File: config.mk
export PLATFORM = sky130hd
export DESIGN_NAME = id_stage_pipelined_flat
export DESIGN_NICKNAME = d
export VERILOG_FILES = /design/src/rtl/id_stage_pipelined_if.sv /design/src/rtl/id_stage_pipelined.sv /design/src/flat_wrapper.sv
export SDC_FILE = /design/constraint.sdc
export NUM_CORES = 2
export LEC_CHECK = 0
export CORE_MARGIN = 10
export CORE_UTILIZATION = 55
export DETAILED_ROUTE_END_ITERATION = 8
export GPL_TIMING_DRIVEN = 0
export PLACE_DENSITY_LB_ADDON = 0.3
export SYNTH_ARGS = -nofsm -noshare
export SYNTH_HDL_FRONTEND = slang
export SYNTH_SLANG_ARGS = --single-unit
File: constraint.sdc
create_clock -name clk -period 8.45 [get_ports clk]
set_input_delay 2.535 -clock clk [delete_from_list [all_inputs] [get_ports clk]]
set_output_delay 2.535 -clock clk [all_outputs]
set_load 0.02 [all_outputs]
File: src/rtl/id_stage_pipelined_if.sv
// Fetch, write-back and execute-side signals of the pipelined decode stage.
interface id_stage_pipelined_if #(
  parameter int unsigned INST_WIDTH = 32,
  parameter int unsigned DWIDTH     = 32,
  parameter int unsigned PC_WIDTH   = 32,
  parameter int unsigned CNT_WIDTH  = 16
);
  logic                  in_valid;
  logic                  in_ready;
  logic [PC_WIDTH-1:0]   in_pc;
  logic [INST_WIDTH-1:0] in_inst;
  logic                  flush;
  logic                  wb_we;
  logic [4:0]            wb_rd;
  logic [DWIDTH-1:0]     wb_data;
  logic                  out_valid;
  logic                  out_ready;
  logic [PC_WIDTH-1:0]   out_pc;
  logic [4:0]            out_rs1;
  logic [4:0]            out_rs2;
  logic [4:0]            out_rd;
  logic [DWIDTH-1:0]     out_rs1_data;
  logic [DWIDTH-1:0]     out_rs2_data;
  logic [DWIDTH-1:0]     out_imm;
  logic [1:0]            out_alu_op;
  logic [1:0]            out_alu_src_a;
  logic [1:0]            out_alu_src_b;
  logic                  out_reg_we;
  logic                  out_mem_read;
  logic                  out_mem_write;
  logic                  out_mem_to_reg;
  logic                  out_illegal;
  logic [CNT_WIDTH-1:0]  stall_cnt;

  modport master (
    output in_valid, in_pc, in_inst, flush, wb_we, wb_rd, wb_data, out_ready,
    input  in_ready, out_valid, out_pc, out_rs1, out_rs2, out_rd, out_rs1_data, out_rs2_data,
           out_imm, out_alu_op, out_alu_src_a, out_alu_src_b, out_reg_we, out_mem_read,
           out_mem_write, out_mem_to_reg, out_illegal, stall_cnt
  );

  modport slave (
    input  in_valid, in_pc, in_inst, flush, wb_we, wb_rd, wb_data, out_ready,
    output in_ready, out_valid, out_pc, out_rs1, out_rs2, out_rd, out_rs1_data, out_rs2_data,
           out_imm, out_alu_op, out_alu_src_a, out_alu_src_b, out_reg_we, out_mem_read,
           out_mem_write, out_mem_to_reg, out_illegal, stall_cnt
  );
endinterface

File: src/rtl/id_stage_pipelined.sv
// RV32I/E decode stage: register file, decoder, registered ID/EX bundle, load-use bubbles.
// Define ID_WB_BYPASS_EN to forward same-cycle write-back data into captured/held operands.
module id_stage_pipelined #(
  parameter int unsigned INST_WIDTH = 32,
  parameter int unsigned DWIDTH     = 32,
  parameter int unsigned PC_WIDTH   = 32,
  parameter int unsigned NREG       = 32,
  parameter int unsigned CNT_WIDTH  = 16
) (
  input logic                 clk,
  input logic                 rst,
  id_stage_pipelined_if.slave bus_io
);
  localparam int unsigned AW = $clog2(NREG);

  localparam logic [6:0] OpR      = 7'b0110011;
  localparam logic [6:0] OpImm    = 7'b0010011;
  localparam logic [6:0] OpLoad   = 7'b0000011;
  localparam logic [6:0] OpStore  = 7'b0100011;
  localparam logic [6:0] OpBranch = 7'b1100011;
  localparam logic [6:0] OpJal    = 7'b1101111;
  localparam logic [6:0] OpJalr   = 7'b1100111;
  localparam logic [6:0] OpLui    = 7'b0110111;
  localparam logic [6:0] OpAuipc  = 7'b0010111;

  function automatic logic idx_ok(input logic [4:0] idx);
    return 32'(idx) < NREG;
  endfunction

  logic [DWIDTH-1:0] rf_q [NREG];

  always_ff @(posedge clk) begin
    if (bus_io.wb_we && bus_io.wb_rd != 5'd0 && idx_ok(bus_io.wb_rd)) begin
      rf_q[bus_io.wb_rd[AW-1:0]] <= bus_io.wb_data;
    end
  end

  logic [31:0] inst;
  logic [6:0]  opcode;
  logic [4:0]  rs1, rs2, rd;
  assign inst   = bus_io.in_inst[31:0];
  assign opcode = inst[6:0];
  assign rd     = inst[11:7];
  assign rs1    = inst[19:15];
  assign rs2    = inst[24:20];

  logic [DWIDTH-1:0] rs1_raw, rs2_raw, rs1_val, rs2_val;
  assign rs1_raw = (rs1 == 5'd0) ? '0 : rf_q[rs1[AW-1:0]];
  assign rs2_raw = (rs2 == 5'd0) ? '0 : rf_q[rs2[AW-1:0]];

`ifdef ID_WB_BYPASS_EN
  assign rs1_val = (bus_io.wb_we && rs1 != 5'd0 && rs1 == bus_io.wb_rd) ? bus_io.wb_data : rs1_raw;
  assign rs2_val = (bus_io.wb_we && rs2 != 5'd0 && rs2 == bus_io.wb_rd) ? bus_io.wb_data : rs2_raw;
`else
  assign rs1_val = rs1_raw;
  assign rs2_val = rs2_raw;
`endif

  logic [31:0] imm32;
  logic [1:0]  alu_op, src_a, src_b;
  logic        dec_we, reg_we, mem_read, mem_write, mem_to_reg;
  logic        use_rs1, use_rs2, known, illegal;

  always_comb begin
    imm32      = '0;
    alu_op     = 2'b00;
    src_a      = 2'b00;
    src_b      = 2'b00;
    dec_we     = 1'b0;
    mem_read   = 1'b0;
    mem_write  = 1'b0;
    mem_to_reg = 1'b0;
    use_rs1    = 1'b0;
    use_rs2    = 1'b0;
    known      = 1'b1;
    case (opcode)
      OpR: begin
        alu_op = 2'b10; dec_we = 1'b1; use_rs1 = 1'b1; use_rs2 = 1'b1;
      end
      OpImm: begin
        alu_op = 2'b11; src_b = 2'b01; dec_we = 1'b1; use_rs1 = 1'b1;
        imm32 = {{20{inst[31]}}, inst[31:20]};
      end
      OpLoad: begin
        src_b = 2'b01; dec_we = 1'b1; mem_read = 1'b1; mem_to_reg = 1'b1; use_rs1 = 1'b1;
        imm32 = {{20{inst[31]}}, inst[31:20]};
      end
      OpStore: begin
        src_b = 2'b01; mem_write = 1'b1; use_rs1 = 1'b1; use_rs2 = 1'b1;
        imm32 = {{20{inst[31]}}, inst[31:25], inst[11:7]};
      end
      OpBranch: begin
        alu_op = 2'b01; use_rs1 = 1'b1; use_rs2 = 1'b1;
        imm32 = {{19{inst[31]}}, inst[31], inst[7], inst[30:25], inst[11:8], 1'b0};
      end
      OpJal: begin
        src_a = 2'b01; src_b = 2'b10; dec_we = 1'b1;
        imm32 = {{11{inst[31]}}, inst[31], inst[19:12], inst[20], inst[30:21], 1'b0};
      end
      OpJalr: begin
        src_a = 2'b01; src_b = 2'b10; dec_we = 1'b1; use_rs1 = 1'b1;
        imm32 = {{20{inst[31]}}, inst[31:20]};
      end
      OpLui: begin
        src_a = 2'b10; src_b = 2'b01; dec_we = 1'b1;
        imm32 = {inst[31:12], 12'b0};
      end
      OpAuipc: begin
        src_a = 2'b01; src_b = 2'b01; dec_we = 1'b1;
        imm32 = {inst[31:12], 12'b0};
      end
      default: known = 1'b0;
    endcase
    illegal = !known || (use_rs1 && !idx_ok(rs1)) || (use_rs2 && !idx_ok(rs2)) ||
              (dec_we && !idx_ok(rd));
    reg_we = dec_we;
    // Illegal entries still flow downstream but must have no architectural side effects.
    if (illegal) begin
      reg_we     = 1'b0;
      mem_read   = 1'b0;
      mem_write  = 1'b0;
      mem_to_reg = 1'b0;
    end
  end

  logic                 valid_q, reg_we_q, mem_read_q, mem_write_q, mem_to_reg_q, illegal_q;
  logic [PC_WIDTH-1:0]  pc_q;
  logic [4:0]           rs1_q, rs2_q, rd_q;
  logic [DWIDTH-1:0]    rs1_data_q, rs2_data_q, imm_q;
  logic [1:0]           alu_op_q, src_a_q, src_b_q;
  logic [CNT_WIDTH-1:0] stall_q;

  logic hold, hazard;
  assign hold   = valid_q && !bus_io.out_ready;
  assign hazard = valid_q && mem_read_q && rd_q != 5'd0 && bus_io.in_valid &&
                  ((use_rs1 && rs1 == rd_q) || (use_rs2 && rs2 == rd_q));

  assign bus_io.in_ready = !rst && (bus_io.flush || (!hold && !hazard));

  always_ff @(posedge clk or posedge rst) begin
    if (rst) begin
      valid_q      <= 1'b0;
      pc_q         <= '0;
      rs1_q        <= '0;
      rs2_q        <= '0;
      rd_q         <= '0;
      rs1_data_q   <= '0;
      rs2_data_q   <= '0;
      imm_q        <= '0;
      alu_op_q     <= '0;
      src_a_q      <= '0;
      src_b_q      <= '0;
      reg_we_q     <= 1'b0;
      mem_read_q   <= 1'b0;
      mem_write_q  <= 1'b0;
      mem_to_reg_q <= 1'b0;
      illegal_q    <= 1'b0;
      stall_q      <= '0;
    end else if (bus_io.flush) begin
      valid_q <= 1'b0;
    end else if (hold) begin
`ifdef ID_WB_BYPASS_EN
      if (bus_io.wb_we && rs1_q != 5'd0 && rs1_q == bus_io.wb_rd) rs1_data_q <= bus_io.wb_data;
      if (bus_io.wb_we && rs2_q != 5'd0 && rs2_q == bus_io.wb_rd) rs2_data_q <= bus_io.wb_data;
`endif
    end else if (hazard) begin
      valid_q <= 1'b0;
      if (stall_q != '1) stall_q <= stall_q + CNT_WIDTH'(1);
    end else if (bus_io.in_valid) begin
      valid_q      <= 1'b1;
      pc_q         <= bus_io.in_pc;
      rs1_q        <= rs1;
      rs2_q        <= rs2;
      rd_q         <= rd;
      rs1_data_q   <= rs1_val;
      rs2_data_q   <= rs2_val;
      imm_q        <= DWIDTH'($signed(imm32));
      alu_op_q     <= alu_op;
      src_a_q      <= src_a;
      src_b_q      <= src_b;
      reg_we_q     <= reg_we;
      mem_read_q   <= mem_read;
      mem_write_q  <= mem_write;
      mem_to_reg_q <= mem_to_reg;
      illegal_q    <= illegal;
    end else begin
      valid_q <= 1'b0;
    end
  end

  assign bus_io.out_valid      = valid_q;
  assign bus_io.out_pc         = pc_q;
  assign bus_io.out_rs1        = rs1_q;
  assign bus_io.out_rs2        = rs2_q;
  assign bus_io.out_rd         = rd_q;
  assign bus_io.out_rs1_data   = rs1_data_q;
  assign bus_io.out_rs2_data   = rs2_data_q;
  assign bus_io.out_imm        = imm_q;
  assign bus_io.out_alu_op     = alu_op_q;
  assign bus_io.out_alu_src_a  = src_a_q;
  assign bus_io.out_alu_src_b  = src_b_q;
  assign bus_io.out_reg_we     = reg_we_q;
  assign bus_io.out_mem_read   = mem_read_q;
  assign bus_io.out_mem_write  = mem_write_q;
  assign bus_io.out_mem_to_reg = mem_to_reg_q;
  assign bus_io.out_illegal    = illegal_q;
  assign bus_io.stall_cnt      = stall_q;
endmodule

File: src/flat_wrapper.sv
// flat-port wrapper written by rule: the top's interface ports become plain ports
module id_stage_pipelined_flat 
#(
  parameter int unsigned INST_WIDTH = 32,
  parameter int unsigned DWIDTH     = 32,
  parameter int unsigned PC_WIDTH   = 32,
  parameter int unsigned NREG       = 32,
  parameter int unsigned CNT_WIDTH  = 16
)
  (clk, rst, bus_io_in_valid, bus_io_in_pc, bus_io_in_inst, bus_io_flush, bus_io_wb_we, bus_io_wb_rd, bus_io_wb_data, bus_io_out_ready, bus_io_in_ready, bus_io_out_valid, bus_io_out_pc, bus_io_out_rs1, bus_io_out_rs2, bus_io_out_rd, bus_io_out_rs1_data, bus_io_out_rs2_data, bus_io_out_imm, bus_io_out_alu_op, bus_io_out_alu_src_a, bus_io_out_alu_src_b, bus_io_out_reg_we, bus_io_out_mem_read, bus_io_out_mem_write, bus_io_out_mem_to_reg, bus_io_out_illegal, bus_io_stall_cnt);
  id_stage_pipelined_if #(.INST_WIDTH(INST_WIDTH), .DWIDTH(DWIDTH), .PC_WIDTH(PC_WIDTH), .CNT_WIDTH(CNT_WIDTH)) bus_io_i ();
  input logic clk;
  input logic rst;
  input wire logic [$bits(bus_io_i.in_valid)-1:0] bus_io_in_valid;
  input wire logic [$bits(bus_io_i.in_pc)-1:0] bus_io_in_pc;
  input wire logic [$bits(bus_io_i.in_inst)-1:0] bus_io_in_inst;
  input wire logic [$bits(bus_io_i.flush)-1:0] bus_io_flush;
  input wire logic [$bits(bus_io_i.wb_we)-1:0] bus_io_wb_we;
  input wire logic [$bits(bus_io_i.wb_rd)-1:0] bus_io_wb_rd;
  input wire logic [$bits(bus_io_i.wb_data)-1:0] bus_io_wb_data;
  input wire logic [$bits(bus_io_i.out_ready)-1:0] bus_io_out_ready;
  output wire logic [$bits(bus_io_i.in_ready)-1:0] bus_io_in_ready;
  output wire logic [$bits(bus_io_i.out_valid)-1:0] bus_io_out_valid;
  output wire logic [$bits(bus_io_i.out_pc)-1:0] bus_io_out_pc;
  output wire logic [$bits(bus_io_i.out_rs1)-1:0] bus_io_out_rs1;
  output wire logic [$bits(bus_io_i.out_rs2)-1:0] bus_io_out_rs2;
  output wire logic [$bits(bus_io_i.out_rd)-1:0] bus_io_out_rd;
  output wire logic [$bits(bus_io_i.out_rs1_data)-1:0] bus_io_out_rs1_data;
  output wire logic [$bits(bus_io_i.out_rs2_data)-1:0] bus_io_out_rs2_data;
  output wire logic [$bits(bus_io_i.out_imm)-1:0] bus_io_out_imm;
  output wire logic [$bits(bus_io_i.out_alu_op)-1:0] bus_io_out_alu_op;
  output wire logic [$bits(bus_io_i.out_alu_src_a)-1:0] bus_io_out_alu_src_a;
  output wire logic [$bits(bus_io_i.out_alu_src_b)-1:0] bus_io_out_alu_src_b;
  output wire logic [$bits(bus_io_i.out_reg_we)-1:0] bus_io_out_reg_we;
  output wire logic [$bits(bus_io_i.out_mem_read)-1:0] bus_io_out_mem_read;
  output wire logic [$bits(bus_io_i.out_mem_write)-1:0] bus_io_out_mem_write;
  output wire logic [$bits(bus_io_i.out_mem_to_reg)-1:0] bus_io_out_mem_to_reg;
  output wire logic [$bits(bus_io_i.out_illegal)-1:0] bus_io_out_illegal;
  output wire logic [$bits(bus_io_i.stall_cnt)-1:0] bus_io_stall_cnt;
  assign bus_io_i.in_valid = bus_io_in_valid;
  assign bus_io_i.in_pc = bus_io_in_pc;
  assign bus_io_i.in_inst = bus_io_in_inst;
  assign bus_io_i.flush = bus_io_flush;
  assign bus_io_i.wb_we = bus_io_wb_we;
  assign bus_io_i.wb_rd = bus_io_wb_rd;
  assign bus_io_i.wb_data = bus_io_wb_data;
  assign bus_io_i.out_ready = bus_io_out_ready;
  assign bus_io_in_ready = bus_io_i.in_ready;
  assign bus_io_out_valid = bus_io_i.out_valid;
  assign bus_io_out_pc = bus_io_i.out_pc;
  assign bus_io_out_rs1 = bus_io_i.out_rs1;
  assign bus_io_out_rs2 = bus_io_i.out_rs2;
  assign bus_io_out_rd = bus_io_i.out_rd;
  assign bus_io_out_rs1_data = bus_io_i.out_rs1_data;
  assign bus_io_out_rs2_data = bus_io_i.out_rs2_data;
  assign bus_io_out_imm = bus_io_i.out_imm;
  assign bus_io_out_alu_op = bus_io_i.out_alu_op;
  assign bus_io_out_alu_src_a = bus_io_i.out_alu_src_a;
  assign bus_io_out_alu_src_b = bus_io_i.out_alu_src_b;
  assign bus_io_out_reg_we = bus_io_i.out_reg_we;
  assign bus_io_out_mem_read = bus_io_i.out_mem_read;
  assign bus_io_out_mem_write = bus_io_i.out_mem_write;
  assign bus_io_out_mem_to_reg = bus_io_i.out_mem_to_reg;
  assign bus_io_out_illegal = bus_io_i.out_illegal;
  assign bus_io_stall_cnt = bus_io_i.stall_cnt;
  id_stage_pipelined #(.INST_WIDTH(INST_WIDTH), .DWIDTH(DWIDTH), .PC_WIDTH(PC_WIDTH), .NREG(NREG), .CNT_WIDTH(CNT_WIDTH)) u_core (.clk(clk), .rst(rst), .bus_io(bus_io_i));
endmodule
==> summary.txt <==
Synthesis
  • Main flop type after synthesis: edfxtp_1
  • Post-synthesis sequential area ratio: 0.6434
  • Post-synth EDFFs: 1024
  • Post-Syn Instances: 2980
  • YS warnings: 0
  • Avg Cell Area, Syn: 18.26 um^2
  • Post-synth ARST share: 0.1424
  • Synth cell types: 53
  • Register bit count reported by yosys: 1194
  • Mapped cell area: 54410 um^2

Placement
  • Routability cong.: 0.9573
  • DP Area: 59890 um^2
  • Port Buffers: 271
  • Dpl hpwl: 134.4 mm

Die
  • Die Y-Extent: 334.5 um
  • Initial Utilization: 0.5536
  • Rows: 115
  • CORE AREA: 98280 um^2
  • Die area: 111900 um^2
  • IO Pins: 279
  • Die X: 334.5 um

Routing
  • Initial DRT Pass Iterations: 6
  • Final WL: 198.6 mm
  • DRC Markers: 0
  • Vias per cell: 7.492
  • DR iter-0 viols: 6623
  • Antenna viol nets, final: 0
  • Routed WL per cell: 41.02 um
  • Vias: 36277

Setup path
  • Worst path cell trace: clkdlybuf4s50_1 -> and3b_1 -> nand4_1 -> nor4_1 -> o21ai_1 -> buf_2 -> a21oi_1 -> nor2_1 -> clkdlybuf4s50_1
  • Delay-heaviest family, CP: buffers and inverters
  • CP peak stage delay: 0.59 ns
  • Crit path buf inv count: 3
  • Cell mode on critical path: clkdlybuf4s50_1
  • Slowest-stage cell, CP: clkdlybuf4s50_1
  • Startpoint types: input pin
  • Critical Path AT: 5.24 ns
  • Worst Path Required: 5.92 ns
  • CP Max Fanout: 10
  • Critical path type: input pin to output port
  • Crit. End Element: output port

Global route
  • First-pass GRT wire length: 274.0 mm
  • Global Route Usage Sum: 0.3496
  • Largest net degree at the start of global routing: 88
  • Initial antenna violation count: 7
  • Grt total ovfl: 0
  • Number of global-route vias before repair: 36380

Outcome
  • Failing checks: max-capacitance violations, max-slew violations
  • Outcome: finished, violations left

Finish
  • Share of cells above drive strength 1: 0.2630
  • Fin area: 63880 um^2
  • Area delta synth->final: 17.41%
  • Most frequent cells in the layout: 1024 x edfxtp_1, 423 x mux4_2, 294 x mux2i_1
  • Final core occ: 0.6500
  • Commonest non-fill, non-tap cell in the layout: edfxtp_1
  • Final nets: 3550

Clock network
  • Hold-fix buffers, CTS: 0
  • H-tree Lvls: 3
  • Root buffer cell: clkbuf_16
  • TritonCTS clock tree: built
  • # resized after CTS: 0
  • Clock Path Buffers: 3
  • Clock slew at reported path FFs: 0.06 ns
  • Number of clock sinks: 1194
  • CTS buffer count: 120
  • Post-CTS Setup Bufs: 0
  • Clk_lat worst skew: 0.74 ns

STA
  • Clock Skew: 0.02582 ns
  • Part of the cycle the worst path needs: 0.9207
  • Hold slack: 0.5034 ns
  • Setup TNS: 0 ns
  • Minimum clock period: 7.780 ns
  • RSZ-0062 raised after global routing: false
  • Worst-margin pin slew: 1.553 ns
  • Final hold vios: 0
  • Peak Freq: 0.1285 GHz
  • Final setup violation count: 0
  • Slew Limit Fails: 24
  • Slew margin rel.: -0.03547

Power
  • Clock group share of total power: 0.387
  • Switching Fraction: 0.2540
  • Internal power: 10300 uW
  • Worst VDD drop: 0.0002018 V
  • Power Density: 216.2 nW/um^2
  • Switching power total: 3507 uW
  • Logic pwr share: 0.123
  • Flop pwr share: 0.490
  • Leakage power: 0.02178 uW

Job
  • MaxCap Viol Count: 4

Worst hold path
  • Hold Path Class: flop to flop
routing by layer:
layer	share of wire	wire length [um]	GRT usage
met1	0.32	64480	0.4323
met2	0.42	84210	0.4984
met3	0.18	34810	0.1609
met4	0.076	15070	0.2146
met5	0.00042	83	0.002214
power by group through the flow:
stage	combinational (uW)	clock [uW]	sequential [uW]
6_report	1700	5350	6760
5_1_grt	1730	5590	6760
4_1_cts	1650	5350	6740
3_5_place_dp	1640	0	6860
3_3_place_gp	1590	0	6850
2_1_floorplan	726	0	6910
synth_stat cells, drive strengths merged (2+ instances only):
| cell | n | share of area |
|---|---|---|
| a211oi | 22 | 0.0030 |
| a32o | 53 | 0.0098 |
| o221ai | 6 | 0.00097 |
| a221oi | 20 | 0.0032 |
| mux4 | 423 | 0.18 |
| mux2 | 109 | 0.023 |
| mux2i | 294 | 0.054 |
| and2 | 5 | 0.00057 |
| dfrtp | 170 | 0.078 |
| clkbuf | 76 | 0.0052 |
| o21ai | 35 | 0.0032 |
| a2111oi | 15 | 0.0024 |
| nand2 | 80 | 0.0055 |
| o211ai | 10 | 0.0014 |
| nand4 | 5 | 0.00057 |
| or2 | 4 | 0.00046 |
| nor2 | 59 | 0.0041 |
| a311o | 3 | 0.00055 |
| nand2b | 11 | 0.0013 |
| xor2 | 16 | 0.0026 |
| buf | 156 | 0.016 |
| nand3b | 5 | 0.00069 |
| o22ai | 71 | 0.0082 |
| a31oi | 3 | 0.00034 |
| a22oi | 69 | 0.0095 |
| a21oi | 77 | 0.0071 |
| and3 | 3 | 0.00034 |
| xnor2 | 8 | 0.0013 |
| a22o | 17 | 0.0027 |
| nor2b | 40 | 0.0046 |
| nor4 | 4 | 0.00069 |
| nand3 | 16 | 0.0015 |
| o41ai | 6 | 0.00097 |
| o21a | 2 | 0.00028 |
| or3 | 3 | 0.00034 |
| inv | 35 | 0.0024 |
| edfxtp | 1024 | 0.57 |
| nor3 | 16 | 0.0015 |
worst register-to-register path, stage by stage, from the launching register on:
cell      delay, ns
dfrtp_1        0.42
nand2b_1       0.12
nor2b_1        0.51
nand3_1        0.14
nor2_1         0.62
clkbuf_1       1.07
a22o_1         0.28
final cells by class:
class	count	area, um^2
flip-flops and latches	1194	35000
fillers	6562	34400
multi-input cells	1550	18460
repair buffers	309	3516
clock buffers	161	3386
well taps	1287	1610
plain buffers	232	1162
clock inverters	66	579.3
inverters	35	138.9
diodes	8	20.02
per-stage QoR:
step | setup slack, ns | power, uW | std cells
after floorplan | 1.312 | 7640 | 3011
after global placement | -1.080 | 8440 | 4569
after detailed placement | 0.7222 | 8498 | 4607
after CTS | 0.7091 | 13730 | 4834
after global routing | 0.5149 | 14080 | 4835
final | 0.6701 | 13810 | 4842
registers in the layout, summed over array words and instances (netlist names):
| signal | flops |
|---|---|
| u_core.bus_io.out_alu_src_b | 2 |
| u_core.bus_io.out_mem_read | 1 |
| u_core.bus_io.out_rs2 | 5 |
| u_core.bus_io.out_alu_src_a | 2 |
| u_core.bus_io.out_rd | 5 |
| u_core.bus_io.stall_cnt | 16 |
| u_core.bus_io.out_rs1_data | 32 |
| u_core.bus_io.out_alu_op | 2 |
| u_core.bus_io.out_imm | 32 |
| u_core.bus_io.out_illegal | 1 |
| u_core.bus_io.out_rs2_data | 32 |
| u_core.rf_q | 1024 |
| u_core.bus_io.out_reg_we | 1 |
| u_core.bus_io.out_rs1 | 5 |
| u_core.bus_io.out_pc | 32 |
| u_core.bus_io.out_mem_write | 1 |
| u_core.bus_io.out_valid | 1 |
cells by family (layout without fill, tap and decap cells):
logic type / after synthesis / after routing / share of synthesized area
AOI/OAI and AO/OA: 411 / 411 / 0.05395
xor gates and xnor gates: 24 / 24 / 0.003864
adders and majority gates: 1 / 1 / 0.0002299
buffers and inverters: 267 / 803 / 0.02376
DFF: 1194 / 1194 / 0.6434
muxes: 826 / 826 / 0.2518
other: 1 / 40 / 0.00006893
and+or+nand+nor: 256 / 256 / 0.02300
path summary, 6_finish.rpt:
check / cells after the start / startpoint / to / slack (ns)
max reg2reg: 6 / u_core.bus_io.out_valid / u_core.bus_io.out_rs2_data[31] / 5.24
min: 1 / u_core.bus_io.out_rs1[1] / u_core.bus_io.out_rs1[1] / 0.50
max in group asynchronous: 3 / rst / u_core.bus_io.out_rs1_data[13] / 5.19
min in group asynchronous: 2 / rst / u_core.bus_io.out_valid / 2.35
max: 9 / bus_io_in_inst[0] / bus_io_in_ready / 0.67
min reg2reg: 1 / u_core.bus_io.out_rs1[1] / u_core.bus_io.out_rs1[1] / 0.50
No activity file was read; power rests on OpenSTA's default activity.
